File: src/rtl/alu_nibble_sequencer.sv
// Runs a wide 74181-style ALU operation through one 4-bit ALU slice, LSB nibble first,
// rippling the carry through a register and presenting the result behind valid/ready.
module alu_nibble_sequencer #(
    parameter int NIBBLES = 4
) (
    input  logic                   clk,
    input  logic                   rst,
    input  logic                   in_valid,
    output logic                   in_ready,
    input  logic [4*NIBBLES-1:0]   in_a,
    input  logic [4*NIBBLES-1:0]   in_b,
    input  logic [3:0]             in_s,
    input  logic                   in_m,
    input  logic                   in_cin,
    output logic                   out_valid,
    input  logic                   out_ready,
    output logic [4*NIBBLES-1:0]   out_f,
    output logic                   out_cout,
    output logic                   out_zero,
    output logic                   out_aeqb,
    output logic [3:0]             alu_a,
    output logic [3:0]             alu_b,
    output logic [3:0]             alu_s,
    output logic                   alu_m,
    output logic                   alu_cn,
    input  logic [3:0]             alu_f,
    input  logic                   alu_cn4,
    input  logic                   alu_aeqb
);

    localparam int W     = 4 * NIBBLES;
    localparam int NIB_W = (NIBBLES > 1) ? $clog2(NIBBLES) : 1;

    typedef enum logic [1:0] {
        ST_IDLE = 2'd0,
        ST_RUN  = 2'd1,
        ST_DONE = 2'd2
    } state_t;

    state_t             state_q, state_d;
    logic [NIB_W-1:0]   nib_q, nib_d;
    logic [W-1:0]       a_q, a_d;
    logic [W-1:0]       b_q, b_d;
    logic [3:0]         s_q, s_d;
    logic               m_q, m_d;
    logic               carry_q, carry_d;
    logic [W-1:0]       result_q, result_d;
    logic               aeqb_q, aeqb_d;
    logic               nib_last;

    assign nib_last = (nib_q == NIB_W'(NIBBLES - 1));

    always_ff @(posedge clk) begin
        if (rst) begin
            state_q  <= ST_IDLE;
            nib_q    <= '0;
            a_q      <= '0;
            b_q      <= '0;
            s_q      <= '0;
            m_q      <= 1'b0;
            carry_q  <= 1'b0;
            result_q <= '0;
            aeqb_q   <= 1'b0;
        end else begin
            state_q  <= state_d;
            nib_q    <= nib_d;
            a_q      <= a_d;
            b_q      <= b_d;
            s_q      <= s_d;
            m_q      <= m_d;
            carry_q  <= carry_d;
            result_q <= result_d;
            aeqb_q   <= aeqb_d;
        end
    end

    always_comb begin
        state_d  = state_q;
        nib_d    = nib_q;
        a_d      = a_q;
        b_d      = b_q;
        s_d      = s_q;
        m_d      = m_q;
        carry_d  = carry_q;
        result_d = result_q;
        aeqb_d   = aeqb_q;
        case (state_q)
            ST_IDLE: begin
                if (in_valid) begin
                    a_d      = in_a;
                    b_d      = in_b;
                    s_d      = in_s;
                    m_d      = in_m;
                    carry_d  = in_cin;
                    result_d = '0;
                    aeqb_d   = 1'b1;
                    nib_d    = '0;
                    state_d  = ST_RUN;
                end
            end
            ST_RUN: begin
                // ALU returns an active-low carry; the register holds it active-high
                result_d[4*nib_q +: 4] = alu_f;
                carry_d                = ~alu_cn4;
                aeqb_d                 = aeqb_q & alu_aeqb;
                if (nib_last) begin
                    nib_d   = '0;
                    state_d = ST_DONE;
                end else begin
                    nib_d = nib_q + 1'b1;
                end
            end
            ST_DONE: begin
                if (out_ready) begin
                    state_d = ST_IDLE;
                end
            end
            default: state_d = ST_IDLE;
        endcase
    end

    always_comb begin
        in_ready  = (state_q == ST_IDLE);
        out_valid = (state_q == ST_DONE);
        alu_a     = 4'h0;
        alu_b     = 4'h0;
        alu_s     = 4'h0;
        alu_m     = 1'b0;
        alu_cn    = 1'b1;
        if (state_q == ST_RUN) begin
            alu_a  = a_q[4*nib_q +: 4];
            alu_b  = b_q[4*nib_q +: 4];
            alu_s  = s_q;
            alu_m  = m_q;
            alu_cn = ~carry_q;
        end
    end

    assign out_f    = result_q;
    assign out_cout = carry_q;
    assign out_aeqb = aeqb_q;
    assign out_zero = ~|result_q;

endmodule

File: config.mk
export PLATFORM = sky130hd
export DESIGN_NAME = alu_nibble_sequencer
export DESIGN_NICKNAME = d
export VERILOG_FILES = /design/src/rtl/alu_nibble_sequencer.sv
export SDC_FILE = /design/constraint.sdc
export NUM_CORES = 1
export LEC_CHECK = 0
export ABC_AREA = 1
export CAP_MARGIN = 10
export CELL_PAD_IN_SITES_DETAIL_PLACEMENT = 1
export CELL_PAD_IN_SITES_GLOBAL_PLACEMENT = 1
export CORE_MARGIN = 2
export CORE_UTILIZATION = 29
export DETAILED_ROUTE_END_ITERATION = 10
export PLACE_DENSITY_LB_ADDON = 0.1
export SYNTH_ARGS = -nofsm -noshare
export SYNTH_HDL_FRONTEND = slang
export SYNTH_SLANG_ARGS = --single-unit
File: constraint.sdc
create_clock -name clk -period 1.6 [get_ports clk]
set_input_delay 0.16 -clock clk [delete_from_list [all_inputs] [get_ports clk]]
set_output_delay 0.16 -clock clk [all_outputs]
set_load 0.005 [all_outputs]
==> metrics.cfg <==
[run_status]
status=finished, violations left
violations=setup timing

[floorplanning]
rows=35
die_x_um=101
die_height_um=101
coreArea_um2=9200
die-area_um2=10200
io_pins=83
start_util_pct=29.6

[yosys]
synthDistinctLibCells=23
synth_edf_count=0
synth_top_area_cell=dfxtp_1
yosysTopAreaCellShare_pct=43.3
synth_warnings=0
synth_commonest_cells=nor2_1, dfxtp_1, nand2_1
synth_area_um2=2730
syn_inst=399
synth.avg_cell_area_um2=6.83
async_flop_share_pct=0
synth.net_count=452
synth-main-ff-cell=dfxtp_1
ys_top_cells_by_area=dfxtp_1, nor2_1, o21ai_0
synth-seq-area-share_pct=43.3
ys_ff_latch=59
synth.most_common_cell=nor2_1

[critical_path]
critPathCaptureType=output pin
slowest_stage=dfxtp_4
reg2reg_from=nib_q[0]$_SDFFE_PP0P_
cp_max_fo=6
path_cells=clkbuf_16, nor2_4, nor2_2, nand2_1, a21oi_2, buf_2
cp.arrival_ps=1450
crit_family=flip-flops
slowest_delay_ps=440
ff2ff_path_depth=8
worstSetupEndpoint=alu_b[1]
crit_type=flop to output pin
cp-start-kind=flop
reg2reg_to=out_f[12]$_SDFFE_PP0P_
path_depth=6
critPathRequiredTime_ps=1440
path_buf_inv=2
cp-startpoint=nib_q[0]$_SDFFE_PP0P_
r2r_setup_slack_ps=110

[grt]
grt_max_degree=39
gr-total-overflow=0
met2_usage_pct=31.6
met1_usage_pct=21.8
antenna_found_initial=0
grt_pass1_wl_mm=14.3
top_usage_layer=met2
track_usage_pct=18.0
use_met3_pct=2.98
grt_pass1_vias=2946

[clocking]
cts_root_buf=clkbuf_8
cts_buffer_depth=2
cts_sinks=59
numCtsBuffers=9
clock_latency_ps=350
clkTransAtPathRegs_ps=70
htreeDepth=3
cts_hold_buf=0
cts_tree=done

[timing]
max-slew-margin-rel_pct=67.3
fin_crit_sh_pct=101
clock.fmax_ghz=0.621
rsz0062_at_grt=true
setup_ws_ps=-10.5
finalCriticalPeriod_ps=1610
setup_violations=1
tightestPinTransition_ps=485
drv_slew=0
fin_skew_ps=5.45
hold_violations=0

[final_layout]
synthToLayoutAreaGrowth_pct=51.3
antenna_cells=0
final_cell_area_um2=4120
fin_nets=544
drive_gt1_share_pct=17.1

[worst_hold_path]
hold_path.class=input pin to flop

[route]
dr_total_vias=2890
final_antenna_net_count=0
drt_first_pass_iters=5
drc=0
vias_per_cell=4.76
drt_wl_total_mm=8.83
detail_route.wl_per_cell_um=14.5
drtIter0Drc=44

[power_and_ir_drop]
peakVddDrop_mv=0.386
p_clk_share_pct=36.7
switching_share_pct=28.8
seqPwrFrac_pct=43.7
finalPower_mw=3.72
p_int_mw=2.65
p_sw_mw=1.07
pwr-share-comb_pct=19.6
p_leak_nw=1.65
power_density_nw_per_um2=901

[placed_design]
portBuffers=82
place.gp.congestion=0.751
dpl-instance-area_um2=3760
hpwl_mm=6.15

[run]
drv_cap=0

## per-stage QoR
stage | worst slack, ps | utilization (%) | hold slack, ps | std cells | setup TNS [ps]
final | -10.5 | 44.8 | 425 | 607 | -10.5
after global routing | -86.1 | 44.8 | 445 | 607 | -387
after floorplan | 55.3 | - | 229 | 399 | 0
after global placement | -46.0 | 40.9 | 437 | 587 | -84.3
after CTS | -55.1 | 43.5 | 411 | 606 | -80.5
after detailed placement | -84.6 | 40.9 | 450 | 587 | -203
## worst reg2reg max path: cells and delay by family, from the launching register on
| family | cells | cell delay [ps] |
|---|---|---|
| flip-flops | 1 | 440 |
| buffers and inverters | 3 | 350 |
| AND/OR/NAND/NOR | 3 | 280 |
| adder cells (fa/ha/maj) | 1 | 250 |
| AO/OA/AOI/OAI | 1 | 120 |
## layer usage
metal / wire length [um] / vias to the layer above
met5: 0 / -
li1: - / 1465
met4: 178 / 0
met3: 257 / 14
met2: 4400 / 52
met1: 3990 / 1359
## power groups by stage
stage               Clock [mW]  Combinational (mW)  Sequential (mW)
floorplan                    0               0.353             1.63
global placement             0               0.662             1.65
detailed placement           0               0.674             1.65
CTS                       1.40               0.693             1.62
global route              1.46               0.815             1.64
finish                    1.36               0.730             1.62
## cell type report
| class | instances | area (um2) |
|---|---|---|
| clock buffer | 10 | 128 |
| clock inverter | 6 | 66.3 |
| fill | 1152 | 5070 |
| inverter | 30 | 114 |
| multi-input combinational | 288 | 1420 |
| sequential | 59 | 1190 |
| tap | 111 | 139 |
| timing repair buffer | 103 | 1070 |
## placed cells by master, fill, tap and decap left out, types with 11 or more instances in the layout
master / instances
a21oi_1: 35
buf_4: 11
clkdlybuf4s50_1: 65
dfxtp_1: 55
inv_1: 25
nand2_1: 46
nand3_1: 22
nor2_1: 100
nor2_2: 11
o21ai_0: 36
## state kept, by name, indices dropped and copies added, names as in the netlist
signal	count
nib_q	2
s_q	4
out_f	16
a_q	16
out_aeqb	1
m_q	1
b_q	16
state_q	2
out_cout	1
## how the worst min path moves through the flow
stage	startpoint	end	slack [ps]	cells after the start
2_1_floorplan	rst	out_f[4]$_SDFFE_PP0P_	230	1
3_3_place_gp	m_q$_SDFFE_PP0P_	m_q$_SDFFE_PP0P_	440	2
3_5_place_dp	b_q[6]$_SDFFE_PP0P_	b_q[6]$_SDFFE_PP0P_	450	2
4_1_cts	in_a[9]	a_q[9]$_SDFFE_PP0P_	410	3
5_1_grt	in_b[8]	b_q[8]$_SDFFE_PP0P_	450	3
6_report	in_a[9]	a_q[9]$_SDFFE_PP0P_	420	3
## repair_timing
item,in CTS,in global routing
buffers inserted,1,0
setup endpoints to repair,17,21
cloned,2,1
pin swaps,6,13
resized for setup,56,36
## cell families after synthesis
logic type	share of synthesized area [%]
compound gates	16.2
fa+ha+maj	2.30
buf+inv	8.77
flops	43.3
simple gates	29.4
No activity file was read; power rests on OpenSTA's default activity.
